[config.mk]
export PLATFORM = sky130hd
export DESIGN_NAME = apb_master_flat
export DESIGN_NICKNAME = d
export VERILOG_FILES = /design/src/rtl/apb_pkg.sv /design/src/rtl/apb_master_if.sv /design/src/rtl/apb_master.sv /design/src/flat_wrapper.sv
export SDC_FILE = /design/constraint.sdc
export NUM_CORES = 1
export LEC_CHECK = 0
export ABC_AREA = 1
export BUFFER_PORTS_ARGS = -buffer_cell sky130_fd_sc_hd__buf_2
export CORE_ASPECT_RATIO = 0.9
export CORE_UTILIZATION = 47
export CTS_CLUSTER_DIAMETER = 150
export DETAILED_ROUTE_END_ITERATION = 16
export PLACE_DENSITY = 0.79
export SYNTH_ARGS = -nofsm -noshare
export SYNTH_HDL_FRONTEND = slang
export SYNTH_SLANG_ARGS = --single-unit
[constraint.sdc]
create_clock -name pclk -period 2.39 [get_ports pclk]
set_clock_uncertainty 0.2 [all_clocks]
set_input_delay 0.478 -clock pclk [delete_from_list [all_inputs] [get_ports pclk]]
set_output_delay 0.478 -clock pclk [all_outputs]
set_load 0.05 [all_outputs]
[src/rtl/apb_pkg.sv]
// Shared types and defaults for the APB3 requester: FSM states, response record, bus widths.
package apb_pkg;

   localparam int APB_AW          = 32;
   localparam int APB_DW          = 32;
   localparam int DEFAULT_TIMEOUT = 16;

   typedef enum logic [1:0] {
      IDLE,
      SETUP,
      ACCESS,
      RESP
   } apb_state_e;

   typedef struct packed {
      logic [APB_DW-1:0] rdata;
      logic              slverr;
      logic              timeout;
   } apb_rsp_t;

endpackage

[src/rtl/apb_master_if.sv]
// Command, response and APB bus signals of the requester, with the requester-side
// (master) and the system/peripheral-side (slave) views.
interface apb_master_if #(
   parameter int AW = 32,
   parameter int DW = 32
) ();
   logic          cmd_valid;
   logic          cmd_ready;
   logic          cmd_write;
   logic [AW-1:0] cmd_addr;
   logic [DW-1:0] cmd_wdata;

   logic          rsp_valid;
   logic          rsp_ready;
   logic [DW-1:0] rsp_rdata;
   logic          rsp_slverr;
   logic          rsp_timeout;

   logic          psel;
   logic          penable;
   logic          pwrite;
   logic [AW-1:0] paddr;
   logic [DW-1:0] pwdata;
   logic [DW-1:0] prdata;
   logic          pready;
   logic          pslverr;

   modport master (
      input  cmd_valid, cmd_write, cmd_addr, cmd_wdata, rsp_ready,
      input  prdata, pready, pslverr,
      output cmd_ready, rsp_valid, rsp_rdata, rsp_slverr, rsp_timeout,
      output psel, penable, pwrite, paddr, pwdata
   );

   modport slave (
      output cmd_valid, cmd_write, cmd_addr, cmd_wdata, rsp_ready,
      output prdata, pready, pslverr,
      input  cmd_ready, rsp_valid, rsp_rdata, rsp_slverr, rsp_timeout,
      input  psel, penable, pwrite, paddr, pwdata
   );
endinterface

[src/rtl/apb_master.sv]
// APB3 requester: one valid/ready command becomes one SETUP/ACCESS transfer, and the
// slave result (or a timeout) is returned on the response channel. All outputs registered.
module apb_master
   import apb_pkg::*;
#(
   parameter int TIMEOUT = DEFAULT_TIMEOUT,
   parameter int AW      = APB_AW,
   parameter int DW      = APB_DW
) (
   input logic          pclk,
   input logic          preset_n,
   apb_master_if.master bus
);

   localparam int CW = (TIMEOUT > 0) ? $clog2(TIMEOUT + 1) : 1;
   localparam logic [CW-1:0] WAIT_LIMIT = CW'((TIMEOUT > 0) ? TIMEOUT - 1 : 0);

   apb_state_e    state_reg;
   logic [CW-1:0] wait_cnt_reg;
   logic          cmd_ready_reg;
   logic          psel_reg;
   logic          penable_reg;
   logic          pwrite_reg;
   logic [AW-1:0] paddr_reg;
   logic [DW-1:0] pwdata_reg;
   logic          rsp_valid_reg;
   apb_rsp_t      rsp_reg;
   logic          timeout_hit;

   assign timeout_hit = (TIMEOUT != 0) && (wait_cnt_reg == WAIT_LIMIT);

   always_ff @(posedge pclk or negedge preset_n) begin
      if (!preset_n) begin
         state_reg     <= IDLE;
         wait_cnt_reg  <= '0;
         cmd_ready_reg <= 1'b0;
         psel_reg      <= 1'b0;
         penable_reg   <= 1'b0;
         pwrite_reg    <= 1'b0;
         paddr_reg     <= '0;
         pwdata_reg    <= '0;
         rsp_valid_reg <= 1'b0;
         rsp_reg       <= '0;
      end else begin
         case (state_reg)
            IDLE: begin
               cmd_ready_reg <= 1'b1;
               if (bus.cmd_valid && cmd_ready_reg) begin
                  pwrite_reg    <= bus.cmd_write;
                  paddr_reg     <= bus.cmd_addr;
                  pwdata_reg    <= bus.cmd_wdata;
                  wait_cnt_reg  <= '0;
                  cmd_ready_reg <= 1'b0;
                  psel_reg      <= 1'b1;
                  state_reg     <= SETUP;
               end
            end
            SETUP: begin
               penable_reg <= 1'b1;
               state_reg   <= ACCESS;
            end
            ACCESS: begin
               // pready takes priority over an expiring wait limit.
               if (bus.pready) begin
                  rsp_reg       <= '{rdata:   pwrite_reg ? {APB_DW{1'b0}} : bus.prdata,
                                     slverr:  bus.pslverr,
                                     timeout: 1'b0};
                  psel_reg      <= 1'b0;
                  penable_reg   <= 1'b0;
                  rsp_valid_reg <= 1'b1;
                  state_reg     <= RESP;
               end else if (timeout_hit) begin
                  rsp_reg       <= '{rdata: {APB_DW{1'b0}}, slverr: 1'b1, timeout: 1'b1};
                  psel_reg      <= 1'b0;
                  penable_reg   <= 1'b0;
                  rsp_valid_reg <= 1'b1;
                  state_reg     <= RESP;
               end else if (wait_cnt_reg != {CW{1'b1}}) begin
                  wait_cnt_reg <= wait_cnt_reg + CW'(1);
               end
            end
            RESP: begin
               if (bus.rsp_ready) begin
                  rsp_valid_reg <= 1'b0;
                  cmd_ready_reg <= 1'b1;
                  state_reg     <= IDLE;
               end
            end
            default: state_reg <= IDLE;
         endcase
      end
   end

   assign bus.cmd_ready   = cmd_ready_reg;
   assign bus.psel        = psel_reg;
   assign bus.penable     = penable_reg;
   assign bus.pwrite      = pwrite_reg;
   assign bus.paddr       = paddr_reg;
   assign bus.pwdata      = pwdata_reg;
   assign bus.rsp_valid   = rsp_valid_reg;
   assign bus.rsp_rdata   = rsp_reg.rdata;
   assign bus.rsp_slverr  = rsp_reg.slverr;
   assign bus.rsp_timeout = rsp_reg.timeout;

endmodule

[src/flat_wrapper.sv]
// flat-port wrapper written by rule: the top's interface ports become plain ports
module apb_master_flat import apb_pkg::*;
#(
   parameter int TIMEOUT = DEFAULT_TIMEOUT,
   parameter int AW      = APB_AW,
   parameter int DW      = APB_DW
)
  (pclk, preset_n, bus_cmd_valid, bus_cmd_write, bus_cmd_addr, bus_cmd_wdata, bus_rsp_ready, bus_prdata, bus_pready, bus_pslverr, bus_cmd_ready, bus_rsp_valid, bus_rsp_rdata, bus_rsp_slverr, bus_rsp_timeout, bus_psel, bus_penable, bus_pwrite, bus_paddr, bus_pwdata);
  apb_master_if #(.AW(AW), .DW(DW)) bus_i ();
  input logic pclk;
  input logic preset_n;
  input wire logic [$bits(bus_i.cmd_valid)-1:0] bus_cmd_valid;
  input wire logic [$bits(bus_i.cmd_write)-1:0] bus_cmd_write;
  input wire logic [$bits(bus_i.cmd_addr)-1:0] bus_cmd_addr;
  input wire logic [$bits(bus_i.cmd_wdata)-1:0] bus_cmd_wdata;
  input wire logic [$bits(bus_i.rsp_ready)-1:0] bus_rsp_ready;
  input wire logic [$bits(bus_i.prdata)-1:0] bus_prdata;
  input wire logic [$bits(bus_i.pready)-1:0] bus_pready;
  input wire logic [$bits(bus_i.pslverr)-1:0] bus_pslverr;
  output wire logic [$bits(bus_i.cmd_ready)-1:0] bus_cmd_ready;
  output wire logic [$bits(bus_i.rsp_valid)-1:0] bus_rsp_valid;
  output wire logic [$bits(bus_i.rsp_rdata)-1:0] bus_rsp_rdata;
  output wire logic [$bits(bus_i.rsp_slverr)-1:0] bus_rsp_slverr;
  output wire logic [$bits(bus_i.rsp_timeout)-1:0] bus_rsp_timeout;
  output wire logic [$bits(bus_i.psel)-1:0] bus_psel;
  output wire logic [$bits(bus_i.penable)-1:0] bus_penable;
  output wire logic [$bits(bus_i.pwrite)-1:0] bus_pwrite;
  output wire logic [$bits(bus_i.paddr)-1:0] bus_paddr;
  output wire logic [$bits(bus_i.pwdata)-1:0] bus_pwdata;
  assign bus_i.cmd_valid = bus_cmd_valid;
  assign bus_i.cmd_write = bus_cmd_write;
  assign bus_i.cmd_addr = bus_cmd_addr;
  assign bus_i.cmd_wdata = bus_cmd_wdata;
  assign bus_i.rsp_ready = bus_rsp_ready;
  assign bus_i.prdata = bus_prdata;
  assign bus_i.pready = bus_pready;
  assign bus_i.pslverr = bus_pslverr;
  assign bus_cmd_ready = bus_i.cmd_ready;
  assign bus_rsp_valid = bus_i.rsp_valid;
  assign bus_rsp_rdata = bus_i.rsp_rdata;
  assign bus_rsp_slverr = bus_i.rsp_slverr;
  assign bus_rsp_timeout = bus_i.rsp_timeout;
  assign bus_psel = bus_i.psel;
  assign bus_penable = bus_i.penable;
  assign bus_pwrite = bus_i.pwrite;
  assign bus_paddr = bus_i.paddr;
  assign bus_pwdata = bus_i.pwdata;
  apb_master #(.TIMEOUT(TIMEOUT), .AW(AW), .DW(DW)) u_core (.pclk(pclk), .preset_n(preset_n), .bus(bus_i));
endmodule
==> impl_results.md <==
- Layout cells sized above 1: 38.2%
- MaxCap Viol Count: 0
- Layout area overhead: 27.9%
- Post-layout min period: 2.16 ns
- Die area: 10400 µm²
- CTS tree: yes
- #FFs+latches synth: 110
- Status: complete, no violations
- PD cells: 1640 nW/µm²
- Ys Warns: 0
- Initial antenna violation count: 0
- CORE AREA: 9700 µm²
- Synth area leader: dfrtp_1
- I/O Pins: 206
- Crit path cell chain: ha_1 > nand2_1 > nor2_1 > ha_1 > nand2_1 > nand2_2 > inv_2 > buf_4 > nand2_1 > nand2_1
- GRT Util Overall: 20.4%
- Post-DR wirelength/cell: 12.4 µm
- Worst Path Arrival: 2.26 ns
- Unique masters post-synth: 21
- Max rail drop VDD: 0.875 mV
- R2r setup slk: 0.23 ns
- Clock net sink count: 110
- Slew Limit Fails: 0
- GRT overflow: 0
- Leakage: 3.62 nW
- Remaining DRCs: 0
- Worst R2R Start: u_core.wait_cnt_reg[0]$_DFFE_PN0P_
- Critical Path Start Type: flop
- Critical Path Slowest Stage Cell: dfrtp_1
- CTS Buffer Depth: 2
- Initial core utilization: 48.6%
- GPL Wtd Cong: 0.830
- Delay-heaviest family, CP: simple AND/OR/NAND/NOR gates
- Via count: 3971
- WL met3: 1020 µm
- Syn Nets: 619
- Post-synth top area share: 58.4%
- Post-synthesis sequential area ratio: 58.4%
- Final net count: 821
- Setup Fix Bufs, Post-CTS: 0
- Resized Gates After CTS: 0
- Routed Antenna Nets: 0
- Worst Hold Class: input pin to flop
- Async SR Flop Fraction: 100%
- Hpwl dp: 7810 µm
- Number of I/O port buffers: 205
- Num CTS Buffers: 9
- CP dominant cell by count: nand2_1
- Clock latency at the later pin of the worst-skew pair: 0.35 ns
- DRT met1 WL: 4370 µm
- Slew HR: 72.4%
- Max stage delay on crit path: 0.42 ns
- H-tree levels: 3
- # rows: 34
- Number of synthesized flops with an enable pin: 0
- Met2 wire len: 4880 µm
- Initial DRT Pass Iterations: 4
- Final Cycle Share: 90.5%
- Number of global-route vias before repair: 3761
- Die height: 97.0 µm
- Commonest cells post-synth: 161 x nand2_1, 110 x dfrtp_1, 78 x inv_1
- Synth area leaders: dfrtp_1 58%, nand2_1 13%, o21ai_2 6.5%, inv_1 6.2%, nand3_1 3.7%
- RSZ-0062 raised after global routing: no
- Highest layer used for signal routing: met4
- Worst slew pin tran: 0.414 ns
- Syn avg cell area: 9.24 µm²
- Vias per inst: 4.71
- Post-Syn Instances: 510
- Setup violators final: 0
- WP data required: 2.49 ns
- Cell Area, Synth: 4710 µm²
- Crit path launch: u_core.wait_cnt_reg[0]$_DFFE_PN0P_
- Prevailing post-synth register cell: dfrtp_1
- Die width: 108 µm
- TNS Setup: 0 ns
- Clock Pin Slew Worst Setup and Hold Paths: 0.12 ns
- Root Buffer Master: clkbuf_8
- Min-delay src: bus_cmd_addr[4]
- Post-cts hold buffer count: 1
- First-pass GRT wire length: 16800 µm
- Max Clk Rate: 462 MHz
- Iteration-0 DRC Markers: 208
- WL final: 10400 µm
- Antenna diodes: 0
- Most frequent cell after synthesis: nand2_1
- Crit path max fanout: 32
- Final Power: 9.90 mW
- Worst setup EP type: flop
- Final Hold Vio Count: 0
- Maximum number of pins on one net before global-route repair: 59
- Worst Path Buf+Inv: 2
- Setup Crit Path Kind: flop to flop
path summary, 6_finish.rpt:
| kind | end | depth (start not counted) |
|---|---|---|
| min in group asynchronous | u_core.bus.rsp_rdata[3]$_DFFE_PN0P_ | 2 |
| worst min register to register | u_core.bus.rsp_rdata[1]$_DFFE_PN0P_ | 2 |
| worst max-delay path | u_core.bus.rsp_rdata[14]$_DFFE_PN0P_ | 10 |
| worst max register to register | u_core.bus.rsp_rdata[14]$_DFFE_PN0P_ | 10 |
| worst min-delay path | u_core.bus.paddr[4]$_DFFE_PN0P_ | 3 |
| max in group asynchronous | u_core.bus.pwdata[18]$_DFFE_PN0P_ | 3 |
power by group:
group          switching [mW]  internal [mW]
Combinational            4.33           1.28
Sequential              0.464           2.70
Clock                   0.639          0.482
metrics by stage:
step	hold slack (ns)	instances	worst slack (ns)	utilization, %	instance area (µm²)
2_1_floorplan	-0.0176	510	0.679	-	4710
3_3_place_gp	0.236	826	0.364	60.0	5820
3_5_place_dp	0.239	826	0.254	60.0	5820
4_1_cts	0.116	843	0.227	62.2	6030
5_1_grt	0.112	843	0.0598	62.2	6030
6_report	0.128	843	0.227	62.2	6030
worst register-to-register path, delay by kind of cell (launching register included):
kind                     cells  cell delay [ns]
buffers and inverters        2             0.44
AND/OR/NAND/NOR              6             0.65
adder cells (fa/ha/maj)      2             0.42
flip-flops                   1             0.42
area by class of cell:
type                       count  area [µm²]
timing repair buffer         215        1140
sequential                   110        2750
tap                          126         158
fill                         834        3670
inverter                      80         300
multi-input combinational    296        1470
clock inverter                 4        35.0
clock buffer                  12         165
cells by family (layout without fill, tap and decap cells):
logic type	after synthesis	in the layout	share of synthesized area, %
flops	110	110	58.4
fa+ha+maj	6	6	1.59
simple gates	215	215	18.7
buf+inv	104	311	10.5
compound gates	75	75	10.8
layer usage:
metal,global-route usage (%),vias to the layer above
li1,-,1965
met1,24.9,1820
met2,34.0,175
met3,7.08,11
met4,5.80,0
met5,0,-
cell usage in the layout, fill, tap and decap left out, drive strengths merged:
master and count:
dfrtp 110, clkbuf 12, o21ai 73, o22a 1
inv 84, a21oi 1, nand2 164, ha 6
buf 214, dlygate4sd3 1, nor2 14, nor3b 1
nand3 36
Note: power is estimated with default switching activity, not from simulation.
